$ cat config.mk
export PLATFORM = sky130hd
export DESIGN_NAME = alarm_clock_fsm_flat
export DESIGN_NICKNAME = d
export VERILOG_FILES = /design/src/rtl/alarm_clock_pkg.sv /design/src/rtl/alarm_clock_if.sv /design/src/rtl/alarm_clock_timeout_cnt.sv /design/src/rtl/alarm_clock_fsm.sv /design/src/flat_wrapper.sv
export SDC_FILE = /design/constraint.sdc
export NUM_CORES = 1
export LEC_CHECK = 0
export ABC_AREA = 1
export BUFFER_PORTS_ARGS = -buffer_cell sky130_fd_sc_hd__buf_2
export CAP_MARGIN = 20
export CORE_AREA = 2 2 39 41
export CTS_CLUSTER_DIAMETER = 50
export CTS_CLUSTER_SIZE = 10
export DETAILED_ROUTE_END_ITERATION = 6
export DIE_AREA = 0 0 41 43
export GPL_ROUTABILITY_DRIVEN = 1
export GPL_TIMING_DRIVEN = 0
export HOLD_SLACK_MARGIN = 0.05
export PLACE_DENSITY = 0.78
export SYNTH_ARGS = -nofsm -noshare
export SYNTH_HDL_FRONTEND = slang
export SYNTH_HIERARCHICAL = 1
export SYNTH_SLANG_ARGS = --single-unit
$ cat constraint.sdc
create_clock -name clock -period 2 [get_ports clock]
set_input_delay 0.4 -clock clock [delete_from_list [all_inputs] [get_ports clock]]
set_output_delay 0.4 -clock clock [all_outputs]
set_load 0.01 [all_outputs]
$ cat src/rtl/alarm_clock_pkg.sv
// Shared constants for the alarm clock: FSM state encoding, idle key code, timeout default.
// Also used by the key-entry register and the LCD display stage.
package alarm_clock_pkg;

  localparam logic [3:0]  NOKEY             = 4'd10;
  localparam int unsigned TIMEOUT_S_DEFAULT = 10;

  typedef enum logic [2:0] {
    SHOW_TIME        = 3'd0,
    KEY_STORED       = 3'd1,
    KEY_WAITED       = 3'd2,
    KEY_ENTRY        = 3'd3,
    SHOW_ALARM       = 3'd4,
    SET_ALARM_TIME   = 3'd5,
    SET_CURRENT_TIME = 3'd6
  } state_t;

  // The timeout only runs while a key entry is open.
  function automatic logic is_entry_state(input state_t s);
    return (s == KEY_WAITED) || (s == KEY_ENTRY);
  endfunction

endpackage

$ cat src/rtl/alarm_clock_if.sv
// Keypad/button inputs and display/strobe outputs of the alarm clock controller.
// master = surrounding clock datapath, slave = control FSM.
interface alarm_clock_if;
  import alarm_clock_pkg::*;

  logic       one_second;
  logic [3:0] key;
  logic       alarm_button;
  logic       time_button;
  logic       show_a;
  logic       show_new_time;
  logic       shift;
  logic       load_new_a;
  logic       load_new_c;

  modport master (
    output one_second, key, alarm_button, time_button,
    input  show_a, show_new_time, shift, load_new_a, load_new_c
  );

  modport slave (
    input  one_second, key, alarm_button, time_button,
    output show_a, show_new_time, shift, load_new_a, load_new_c
  );

endinterface

$ cat src/rtl/alarm_clock_timeout_cnt.sv
// Saturating seconds counter for the key-entry timeout; time_out is combinational from the count.
// clear has priority over counting; counting stops at TIMEOUT_S.
module alarm_clock_timeout_cnt
  import alarm_clock_pkg::*;
#(
  parameter int unsigned TIMEOUT_S = TIMEOUT_S_DEFAULT
) (
  input  logic clock,
  input  logic reset,
  input  logic clear,
  input  logic enable,
  input  logic one_second,
  output logic time_out
);

  localparam logic [3:0] LIMIT = 4'(TIMEOUT_S);

  logic [3:0] count;

  always_ff @(posedge clock or posedge reset) begin
    if (reset) begin
      count <= 4'd0;
    end else if (clear) begin
      count <= 4'd0;
    end else if (enable && one_second && (count != LIMIT)) begin
      count <= count + 4'd1;
    end
  end

  assign time_out = (count == LIMIT);

endmodule

$ cat src/rtl/alarm_clock_fsm.sv
// Alarm clock control FSM: Moore display selects and one-cycle load/shift strobes, 1-clock latency.
// Optional macro ALARM_CLOCK_KEY_SYNC_EN adds 2-flop synchronizers on key and buttons.
module alarm_clock_fsm
  import alarm_clock_pkg::*;
#(
  parameter int unsigned TIMEOUT_S = TIMEOUT_S_DEFAULT
) (
  input  logic         clock,
  input  logic         reset,
  alarm_clock_if.slave bus
);

  state_t     state;
  state_t     state_nxt;
  logic [3:0] key_s;
  logic       alarm_s;
  logic       time_s;
  logic       time_out;
  logic       key_pressed;

`ifdef ALARM_CLOCK_KEY_SYNC_EN
  logic [3:0] key_m;
  logic       alarm_m;
  logic       time_m;

  always_ff @(posedge clock or posedge reset) begin
    if (reset) begin
      key_m   <= NOKEY;
      key_s   <= NOKEY;
      alarm_m <= 1'b0;
      alarm_s <= 1'b0;
      time_m  <= 1'b0;
      time_s  <= 1'b0;
    end else begin
      key_m   <= bus.key;
      key_s   <= key_m;
      alarm_m <= bus.alarm_button;
      alarm_s <= alarm_m;
      time_m  <= bus.time_button;
      time_s  <= time_m;
    end
  end
`else
  assign key_s   = bus.key;
  assign alarm_s = bus.alarm_button;
  assign time_s  = bus.time_button;
`endif

  assign key_pressed = (key_s != NOKEY);

  alarm_clock_timeout_cnt #(
    .TIMEOUT_S (TIMEOUT_S)
  ) u_timeout (
    .clock      (clock),
    .reset      (reset),
    .clear      (!is_entry_state(state)),
    .enable     (is_entry_state(state)),
    .one_second (bus.one_second),
    .time_out   (time_out)
  );

  always_ff @(posedge clock or posedge reset) begin
    if (reset) begin
      state <= SHOW_TIME;
    end else begin
      state <= state_nxt;
    end
  end

  always_comb begin
    state_nxt         = state;
    bus.show_a        = 1'b0;
    bus.show_new_time = 1'b0;
    bus.shift         = 1'b0;
    bus.load_new_a    = 1'b0;
    bus.load_new_c    = 1'b0;
    case (state)
      SHOW_TIME: begin
        if (alarm_s)          state_nxt = SHOW_ALARM;
        else if (key_pressed) state_nxt = KEY_STORED;
      end
      KEY_STORED: begin
        bus.shift = 1'b1;
        state_nxt = KEY_WAITED;
      end
      KEY_WAITED: begin
        // Timeout beats a simultaneous release so a stuck entry always closes.
        bus.show_new_time = 1'b1;
        if (time_out)          state_nxt = SHOW_TIME;
        else if (!key_pressed) state_nxt = KEY_ENTRY;
      end
      KEY_ENTRY: begin
        bus.show_new_time = 1'b1;
        if (alarm_s)          state_nxt = SET_ALARM_TIME;
        else if (time_s)      state_nxt = SET_CURRENT_TIME;
        else if (key_pressed) state_nxt = KEY_STORED;
        else if (time_out)    state_nxt = SHOW_TIME;
      end
      SHOW_ALARM: begin
        bus.show_a = 1'b1;
        if (!alarm_s) state_nxt = SHOW_TIME;
      end
      SET_ALARM_TIME: begin
        bus.load_new_a = 1'b1;
        state_nxt      = SHOW_TIME;
      end
      SET_CURRENT_TIME: begin
        bus.load_new_c = 1'b1;
        state_nxt      = SHOW_TIME;
      end
      default: state_nxt = SHOW_TIME;
    endcase
  end

endmodule

$ cat src/flat_wrapper.sv
// flat-port wrapper written by rule: the top's interface ports become plain ports
module alarm_clock_fsm_flat import alarm_clock_pkg::*;
#(
  parameter int unsigned TIMEOUT_S = TIMEOUT_S_DEFAULT
)
  (clock, reset, bus_one_second, bus_key, bus_alarm_button, bus_time_button, bus_show_a, bus_show_new_time, bus_shift, bus_load_new_a, bus_load_new_c);
  alarm_clock_if bus_i ();
  input  logic clock;
  input  logic reset;
  input wire logic [$bits(bus_i.one_second)-1:0] bus_one_second;
  input wire logic [$bits(bus_i.key)-1:0] bus_key;
  input wire logic [$bits(bus_i.alarm_button)-1:0] bus_alarm_button;
  input wire logic [$bits(bus_i.time_button)-1:0] bus_time_button;
  output wire logic [$bits(bus_i.show_a)-1:0] bus_show_a;
  output wire logic [$bits(bus_i.show_new_time)-1:0] bus_show_new_time;
  output wire logic [$bits(bus_i.shift)-1:0] bus_shift;
  output wire logic [$bits(bus_i.load_new_a)-1:0] bus_load_new_a;
  output wire logic [$bits(bus_i.load_new_c)-1:0] bus_load_new_c;
  assign bus_i.one_second = bus_one_second;
  assign bus_i.key = bus_key;
  assign bus_i.alarm_button = bus_alarm_button;
  assign bus_i.time_button = bus_time_button;
  assign bus_show_a = bus_i.show_a;
  assign bus_show_new_time = bus_i.show_new_time;
  assign bus_shift = bus_i.shift;
  assign bus_load_new_a = bus_i.load_new_a;
  assign bus_load_new_c = bus_i.load_new_c;
  alarm_clock_fsm #(.TIMEOUT_S(TIMEOUT_S)) u_core (.clock(clock), .reset(reset), .bus(bus_i));
endmodule
==> results of run 1 <==
## path summary, 6_finish.rpt
path | start | end | depth (start not counted)
min in group asynchronous | reset | u_core/state[2] | 3
worst max-delay path | u_core/u_timeout/count[0] | u_core/state[1] | 11
worst min-delay path | bus_alarm_button | u_core/state[2] | 2
worst max register to register | u_core/u_timeout/count[0] | u_core/state[1] | 11
worst min register to register | u_core/u_timeout/count[3] | u_core/u_timeout/count[3] | 2
max in group asynchronous | reset | u_core/u_timeout/count[2] | 3
## final cells by class
class,count,area (µm²)
fill,144,672
multi-input combinational,62,338
sequential,7,175
timing repair buffer,14,75.1
inverter,17,66.3
clock buffer,4,26.3
tap,16,20.0
buffer,1,11.3
## logic make-up after synthesis
family | Yosys count | share of synthesized area
adders and majority gates | 2 | 0.0424
buffers and inverters | 18 | 0.131
AOI/OAI and AO/OA | 2 | 0.0233
and+or+nand+nor | 58 | 0.506
DFF | 7 | 0.297
## stage by stage
stage	setup slack, ps	util
after floorplan	612	-
after global placement	515	0.488
after detailed placement	465	0.488
after CTS	462	0.514
after global routing	362	0.514
final	471	0.514
## flip-flops by register name, indices dropped and copies added, names as in the netlist
| signal | cells |
|---|---|
| u_core/u_timeout/count | 4 |
| u_core/state | 3 |
## power by group
part           switching, mW  leakage (nW)  internal (mW)  total (mW)
clock                 0.0454        0.0150         0.0757       0.121
sequential            0.0284        0.0943          0.171       0.199
combinational          0.232         0.322          0.150       0.382
## placed cells by master, fill, tap and decap left out, drive strengths merged
cell          n
a211o         1
dlygate4sd3   1
dfrtp         7
nor3          3
o21ai         1
ha            2
buf          14
or2           1
nand2        28
nand3         8
nand4         5
inv          17
nor2         13
clkbuf        4
## metal layers
layer | global-route usage | wire length (µm)
met3 | 0.0628 | 32
met2 | 0.259 | 577
met1 | 0.150 | 475
met5 | 0 | 0
met4 | 0.0400 | 0
## cells in the mapped netlist (all sizes together)
library cell and number:
nand2 28, nor3 3, ha 2, o21ai 1, inv 17, or2 1, nand3 8, nand4 5
nor2 13, buf 1, a211o 1, dfrtp 7
==> metrics.txt, run 1 <==
post-route clock skew=approximately 4 ps; cell mode on critical path=nand2_1; CTS sink count=7; layout cells sized above 1=0.286; Max-slew headroom=0.856; Detail Route Antenna Nets=0; post-synth top area cell=dfrtp_1; number of diodes=0; Lkg Pwr=0.431 nW; overall via count from detail_route=~560; PostCTS Resize Cnt=0; Nets=roughly 120; worst skew pair latency=240 ps; register-to-register setup slack=approximately 470 ps; Max Root-Sink Buffers=2; critical path fanouts, max=5; endpoints failing setup=0; Syn Inst Count=87; PD cells=986 nW/µm²; clk slew on worst S/H paths=50 ps; Tmin final=roughly 1500 ps; post-synthesis sequential area ratio=0.297; Inst Count DP=116; main area contributors after synthesis=dfrtp_1 30%, nand2_1 17%, inv_1 8.3%, nand3_1 5.9%, nor2_4 5.7%; CTS tree=yes; MaxCap Viol Count=0; CTS root buffer=clkbuf_4; Min Hold Slack=407 ps; RSZ-0062 raised after global routing=no; area post-placement=676 µm²; die footprint=1760 µm²; initial antenna violation count=0; Die X=41 µm; vias in the first global route=486; top cell type's share of synthesized area=0.297; Final Slew Violations=0; total global routing overflow=0; crit-path cells=inv_1 > ha_1 > nand2_1 > nor2_2 > nor2_1 > nand2_4 > nor2_4 > nor2_2 > nand2_1 > nand2_1 > nand2_1; crit start category=register; largest net degree at the start of global routing=9; CTS Hold Bufs=1; critical path's top delay family=simple AND/OR/NAND/NOR gates; final instance area=712 µm²; #FFs+latches synth=7; Final Cycle Share=0.764; CP arrival=1660 ps; Post-Syn Nets=98; wire per inst=8.97 µm; Final Non-Filler Cells=121; worst hold-check path type=input port to register; CORE AREA=1380 µm²; Total Routed Length=approximately 1.1 mm; final hold vios=0; first-pass GRT wire length=between 1.5 and 2 mm; setup_tns=0 ps; Setup Fix Bufs, Post-CTS=0; Yosys Warn Count=6; Worst Setup End Kind=register; final RePlAce weighted congestion=0.712; HPWL after detailed placement=around 930 µm; drt first pass iters=4; Critical-path top delay cell=dfrtp_1; vias per cell=about 4.7; die height=about 43 µm; peak supply drop=601 µV; initial DRC count=7; Synth Cell Area=591 µm²; area growth from synthesis to layout=20.6%; status=finished clean; CTS buffer count=3; synthesized area per cell=6.79 µm²; Row Count=14; crit-path max cell delay=approximately 420 ps; post-synth cell types=19; port buffer count=13; H-tree Lvls=1; pin slew with the least headroom to its limit=215 ps; Buf+Inv Stages, Crit Path=1; Setup CP Type=register to register; Power Total=0.702 mW; Max Clock Freq=0.654 GHz; Initial Util=0.427; I/O pins=14; Worst EP required=between 2000 and 2500 ps; DRC=0; Tot GR Track Use=0.148
No activity file was read; power rests on OpenSTA's default activity.
==> run 2, diff against run 1 <==
--- a/config.mk
+++ b/config.mk
@@ -8,15 +8,15 @@
 export ABC_AREA = 1
 export BUFFER_PORTS_ARGS = -buffer_cell sky130_fd_sc_hd__buf_2
 export CAP_MARGIN = 20
-export CORE_AREA = 2 2 39 41
+export CORE_AREA = 2 2 40 42
 export CTS_CLUSTER_DIAMETER = 50
 export CTS_CLUSTER_SIZE = 10
 export DETAILED_ROUTE_END_ITERATION = 6
-export DIE_AREA = 0 0 41 43
+export DIE_AREA = 0 0 42 44
 export GPL_ROUTABILITY_DRIVEN = 1
 export GPL_TIMING_DRIVEN = 0
 export HOLD_SLACK_MARGIN = 0.05
-export PLACE_DENSITY = 0.78
+export PLACE_DENSITY = 0.77
 export SYNTH_ARGS = -nofsm -noshare
 export SYNTH_HDL_FRONTEND = slang
 export SYNTH_HIERARCHICAL = 1
==> constraint.sdc (replaced) <==
create_clock -name clock -period 1.37 [get_ports clock]
set_input_delay 0.274 -clock clock [delete_from_list [all_inputs] [get_ports clock]]
set_output_delay 0.274 -clock clock [all_outputs]
set_load 0.01 [all_outputs]
==> run 2 against run 1 <==
- highest routed layer unchanged
- core utilization up 7.0 points
- clock power up 50%
- cell count up 6.6%
- via count up 9.6%
==> metrics.txt, run 2 (same netlist as run 1, synthesis figures left out) <==
Tmin final=1350 ps; Critical-path top delay cell=dfrtp_1; setup_tns=0 ps (unchanged); endpoints failing setup=0 (unchanged); CTS tree=yes; crit-path cells=buf_6 > inv_2 > nand3_2 > inv_1 > buf_2; wire per inst=10.2 µm (+14%); MaxCap Viol Count=0 (unchanged); vias in the first global route=600 (+23%); post-route clock skew=5.01 ps (+1.06 ps); initial DRC count=4 (-3); Die X=42 µm (+2.4%); Final Cycle Share=0.985; Total Routed Length=1.31 mm (+21%); drt first pass iters=4 (unchanged); Inst Count DP=116 (unchanged); met3 wire length=54 µm (+69%); crit start category=register; Detail Route Antenna Nets=0 (unchanged); Worst EP required=1100 ps (-1030 ps); final setup margin=20.2 ps (-451 ps); critical path fanouts, max=8 (+3); Initial Util=0.416 (-0.0105); vias per cell=4.79 (+2.8%); DR top layer=met3; initial antenna violation count=0 (unchanged); commonest non-fill, non-tap cell in the layout=nand2_1; CORE AREA=1420 µm² (+2.5%); pin slew with the least headroom to its limit=309 ps (+94.0 ps); Final Non-Filler Cells=129 (+6.6%); Lkg Pwr=0.496 nW (+15%); Max Root-Sink Buffers=2 (unchanged); die height=44 µm (+2.3%); cells on worst reg2reg path=11 (unchanged); Max Clock Freq=roughly 0.74 GHz; DRC=0 (unchanged); Regs by FF count=u_core/u_timeout/count x4, u_core/state x3; Min Hold Slack=288 ps (-119 ps); I/O pins=14 (unchanged); Max-slew headroom=0.793 (-0.0630); final hold vios=0 (unchanged); Worst Setup End Kind=output port; most frequent cells in the layout=24 x nand2_1, 12 x buf_2, 11 x inv_1, 8 x buf_4, 7 x nor2_1; first-pass GRT wire length=2.19 mm (+23%); clk slew on worst S/H paths=50 ps (about the same); RSZ-0062 raised after global routing=yes; Nets=125 (+6.8%); largest net degree at the start of global routing=9 (unchanged); CTS root buffer=clkbuf_4; Tot GR Track Use=0.156 (+0.00746); worst skew pair latency=250 ps (about the same); Reg with most FFs=u_core/u_timeout/count; worst hold stages=2 (unchanged); area growth from synthesis to layout=40.5%; max reg flops=4 (unchanged); final RePlAce weighted congestion=0.870 (+22%); die footprint=1850 µm² (+4.8%); port buffer count=13 (unchanged); layout cells sized above 1=0.416 (+0.130); H-tree Lvls=1 (unchanged); # fillers=139 (-3.5%); overall via count from detail_route=618 (+9.6%); CTS sink count=7 (unchanged); PD cells=1420 nW/µm² (+44%); Final Slew Violations=0 (unchanged); number of diodes=0 (unchanged); total global routing overflow=0 (unchanged); HPWL after detailed placement=993 µm (+6.7%); status=finished clean; Met2 Wirelength=797 µm (+38%); Row Count=14 (unchanged); DRT met1 WL=461 µm (-2.9%); worst hold-check path type=input port to register; worst slack, placed=-106 ps (-571 ps); Setup CP Type=register to output port; peak supply drop=1060 µV (+76%); CP arrival=1080 ps (-580 ps); CTS buffer count=3 (unchanged); crit-path max cell delay=370 ps (-50 ps)
[run 2: changes by cell type in the layout (fill, tap and decap cells not counted), moves of 2 or more]
cell,before,now
nor2_4,3,6
inv_2,3,5
nor2_2,2,0
inv_1,13,11
nand2_1,26,24
buf_4,0,8
[run 2: metrics by stage]
stage | instance area (µm²) | util | power (mW)
final | 830 | 0.585 | 1.18
after detailed placement | 683 | 0.481 | 0.871
after global routing | 830 | 0.585 | 1.27
after floorplan | 598 | - | 0.734
after CTS | 773 | 0.545 | 1.13
after global placement | 683 | 0.481 | 0.848
[run 2: final timing paths]
kind	slack, ps	end	from
min in group asynchronous	450	u_core/state[1]	reset
worst min register to register	620	u_core/state[1]	u_core/state[1]
max in group asynchronous	740	u_core/u_timeout/count[1]	reset
worst max-delay path	20	bus_shift	u_core/state[1]
worst max register to register	30	u_core/state[1]	u_core/u_timeout/count[0]
worst min-delay path	290	u_core/state[2]	bus_alarm_button
[run 2: where the power goes]
group / leakage (nW) / internal, mW / switching [mW]
logic: 0.388 / 0.307 / 0.402
registers: 0.0930 / 0.252 / 0.0364
clock network: 0.0150 / 0.111 / 0.0702
[run 2: final cells by class]
| cell class | count | area, µm² | share of cell area |
|---|---|---|---|
| multi-input cells | 62 | 388 | 0.468 |
| flip-flops and latches | 7 | 176 | 0.213 |
| repair buffers | 22 | 141 | 0.170 |
| inverters | 17 | 66.3 | 0.0799 |
| clock buffers | 4 | 26.3 | 0.0317 |
| well taps | 16 | 20.0 | 0.0241 |
| plain buffers | 1 | 11.3 | 0.0136 |
[run 2: per-layer routing]
layer | up-vias | global-route usage
met5 | - | 0
met4 | 0 | 0.0194
met3 | 0 | 0.0667
met2 | 9 | 0.331
met1 | 286 | 0.134
li1 | 323 | -
[run 2: repair_timing]
action                     CTS  global route
hold endpoints to repair     7             0
resized for setup            8             5
pin swaps                    1             8
setup endpoints to repair    6            11
setup buffers                4             4
hold buffers                 1             0
[run 2: critical path, delay by kind of cell (launching register included)]
kind	cells	cell delay (ps)
buffers and inverters	4	370
AND/OR/NAND/NOR	1	80
flip-flops	1	370
==> run 3, diff against run 2 <==
--- a/config.mk
+++ b/config.mk
@@ -8,16 +8,15 @@
 export ABC_AREA = 1
 export BUFFER_PORTS_ARGS = -buffer_cell sky130_fd_sc_hd__buf_2
 export CAP_MARGIN = 20
-export CORE_AREA = 2 2 40 42
+export CORE_AREA = 2 2 39 41
 export CTS_CLUSTER_DIAMETER = 50
 export CTS_CLUSTER_SIZE = 10
 export DETAILED_ROUTE_END_ITERATION = 6
-export DIE_AREA = 0 0 42 44
+export DIE_AREA = 0 0 41 43
 export GPL_ROUTABILITY_DRIVEN = 1
 export GPL_TIMING_DRIVEN = 0
 export HOLD_SLACK_MARGIN = 0.05
-export PLACE_DENSITY = 0.77
+export PLACE_DENSITY = 0.74
 export SYNTH_ARGS = -nofsm -noshare
 export SYNTH_HDL_FRONTEND = slang
-export SYNTH_HIERARCHICAL = 1
 export SYNTH_SLANG_ARGS = --single-unit
==> run 3 against run 2 <==
- routed wire length is 4.2% lower
- clock skew fell by 1.9 ps
- final area shrank 7.8%
- critical endpoint is now bus_load_new_a
- highest routed layer is now met4
==> metrics.txt, run 3 <==
status=finished clean; Worst EP required=1100 ps (about the same); Max-slew headroom=0.827 (+0.0348); worst skew pair latency=250 ps (about the same); pin slew with the least headroom to its limit=258 ps (-50.8 ps); Final Non-Filler Cells=120 (-7.0%); critical path fanouts, max=7 (-1); overall via count from detail_route=607 (-1.8%); Initial Util=0.373 (-0.0437); HPWL after detailed placement=884 µm (-11%); setup_tns=0 ps (unchanged); Max Clock Freq=0.730 GHz (-1.4%); Synth Cell Area=515 µm² (-13%); Lkg Pwr=0.396 nW (-20%); die footprint=1760 µm² (-4.6%); I/O pins=14 (unchanged); initial DRC count=7 (+3); Inst Count DP=108 (-6.9%); post-synth cell types=14 (-5); max reg flops=4 (unchanged); Post-Syn Nets=90 (-8.2%); leading register cell type out of synthesis=dfrtp_1; CTS tree=yes; CORE AREA=1380 µm² (-2.5%); DRC=0 (unchanged); first-pass GRT wire length=1.88 mm (-14%); H-tree Lvls=1 (unchanged); Post-synth EDFFs=0 (unchanged); Syn Inst Count=79 (-9.2%); Reg with most FFs=u_core.u_timeout.count; initial antenna violation count=0 (unchanged); Setup CP Type=register to output port; Tmin final=1370 ps (+19.3 ps); CTS root buffer=clkbuf_4; MaxCap Viol Count=0 (unchanged); wire per inst=10.5 µm (+3.0%); Yosys Warn Count=0 (-6); final RePlAce weighted congestion=0.701 (-19%); Nets=116 (-7.2%); port buffer count=13 (unchanged); vias in the first global route=480 (-20%); Die X=41 µm (-2.4%); final hold vios=0 (unchanged); post-layout util=0.552 (-0.0322); Worst Setup End Kind=output port; P_sw=0.490 mW (-3.6%); Max Root-Sink Buffers=2 (unchanged); cells on worst reg2reg path=9 (-2); total global routing overflow=0 (unchanged); Final Slew Violations=0 (unchanged); worst hold-check path type=input port to register; crit start category=register; die height=43 µm (-2.3%); CP arrival=1100 ps (+20 ps); Final Cycle Share=0.999 (+0.0141); vias per cell=5.06 (+5.6%); clock network power share=0.157 (+0.003); Regs by FF count=u_core.u_timeout.count x4, u_core.state x3; Row Count=14 (unchanged); largest net degree at the start of global routing=8 (-1); post-synthesis sequential area ratio=0.340 (+0.0432); clk slew on worst S/H paths=50 ps (about the same); PD cells=1530 nW/µm² (+8.0%); CTS buffer count=3 (unchanged); post-route clock skew=3.12 ps (-1.90 ps); P_int=0.682 mW (+1.9%); number of diodes=0 (unchanged); commonest non-fill, non-tap cell in the layout=nand2_1; CTS sink count=7 (unchanged); synthesized area per cell=6.53 µm² (-3.9%); most numerous cell in the Yosys netlist=nand2_1; worst hold stages=3 (+1); most frequent cells in the layout=17 x nand2_1, 12 x nand3_1, 11 x buf_2, 9 x inv_1, 7 x nor2_1; #FFs+latches synth=7 (unchanged); register-to-register setup slack=90 ps (+60 ps); Total Routed Length=1.26 mm (-4.2%); endpoints failing setup=0 (unchanged); Switching Share=0.418 (-0.0133); drt first pass iters=4 (unchanged); Detail Route Antenna Nets=0 (unchanged); area growth from synthesis to layout=48.3%; top cell type's share of synthesized area=0.340 (+0.0432); Logic pwr share=0.550 (-0.052); layout cells sized above 1=0.404 (-0.0121); # fillers=144 (+3.6%); post-synth top area cell=dfrtp_1; synth cell count leaders=19 x nand2_1, 15 x nand3_1, 12 x inv_1; peak supply drop=762 µV (-28%); RSZ-0062 raised after global routing=yes; Seq pwr share=0.293 (+0.048); main area contributors after synthesis=dfrtp_1 34%, nand3_1 15%, nand2_1 14%, inv_1 8.7%, nand4_1 6.1%; ys async rst share=1.00 (unchanged); Tot GR Track Use=0.154 (-0.00153)
## run 3: worst max-delay path, cell delays in order, from the launching register on
cell and delay, ps:
dfrtp_2 470, nor3_1 220, buf_2 160
## run 3: cells by family (layout without fill, tap and decap cells)
family                     Yosys count  after routing  share of synthesized area
and+or+nand+nor                     51             51                      0.461
buffers and inverters               14             39                      0.102
DFF                                  7              7                      0.340
AOI/OAI and AO/OA                    5              5                     0.0485
adders and majority gates            2              2                     0.0485
## run 3: layer usage
metal / track usage / wire length (µm) / up-vias
met1: 0.179 / 528 / 277
met4: 0.0800 / 7 / 0
met5: 0 / 0 / -
met2: 0.259 / 651 / 18
met3: 0.0157 / 73 / 2
li1: - / - / 310
## run 3: timing repair
action | in CTS | in global routing
endpoints found under the setup margin | 8 | 11
hold buffers | 1 | 0
hold endpoints to repair | 7 | 0
pin swaps | 0 | 4
resized for setup | 5 | 18
buffers inserted | 1 | 6
## run 3: final cells by class
class | count | area (µm²) | share of cell area
Timing Repair Buffer | 21 | 148 | 0.193
Sequential cell | 7 | 179 | 0.234
Inverter | 14 | 57.6 | 0.0753
Tap cell | 16 | 20.0 | 0.0262
Multi-Input combinational cell | 58 | 334 | 0.437
Clock buffer | 4 | 26.3 | 0.0344
## run 3: through the flow
step                worst slack, ps  hold WS [ps]  power, mW  area [µm²]
global route                  -37.9           322       1.27         764
floorplan                       143          77.4      0.610         515
CTS                           0.544           296      0.965         659
finish                        0.944           307       1.17         764
global placement               8.00           213      0.723         601
detailed placement            -25.9           218      0.730         601
## run 3: worst paths after layout
check | start | endpoint
setup / recovery | u_core.state[1] | bus_load_new_a
hold / removal | bus_time_button | u_core.state[2]
setup reg to reg | u_core.u_timeout.count[0] | u_core.state[1]
hold reg to reg | u_core.u_timeout.count[2] | u_core.u_timeout.count[2]
max in group asynchronous | reset | u_core.state[1]
min in group asynchronous | reset | u_core.u_timeout.count[1]
## run 3: power groups by stage
stage	registers, mW	logic (mW)	clock network [mW]
3_3_place_gp	0.326	0.397	0
5_1_grt	0.346	0.715	0.205
3_5_place_dp	0.328	0.402	0
2_1_floorplan	0.312	0.298	0
6_report	0.343	0.644	0.184
4_1_cts	0.335	0.436	0.194
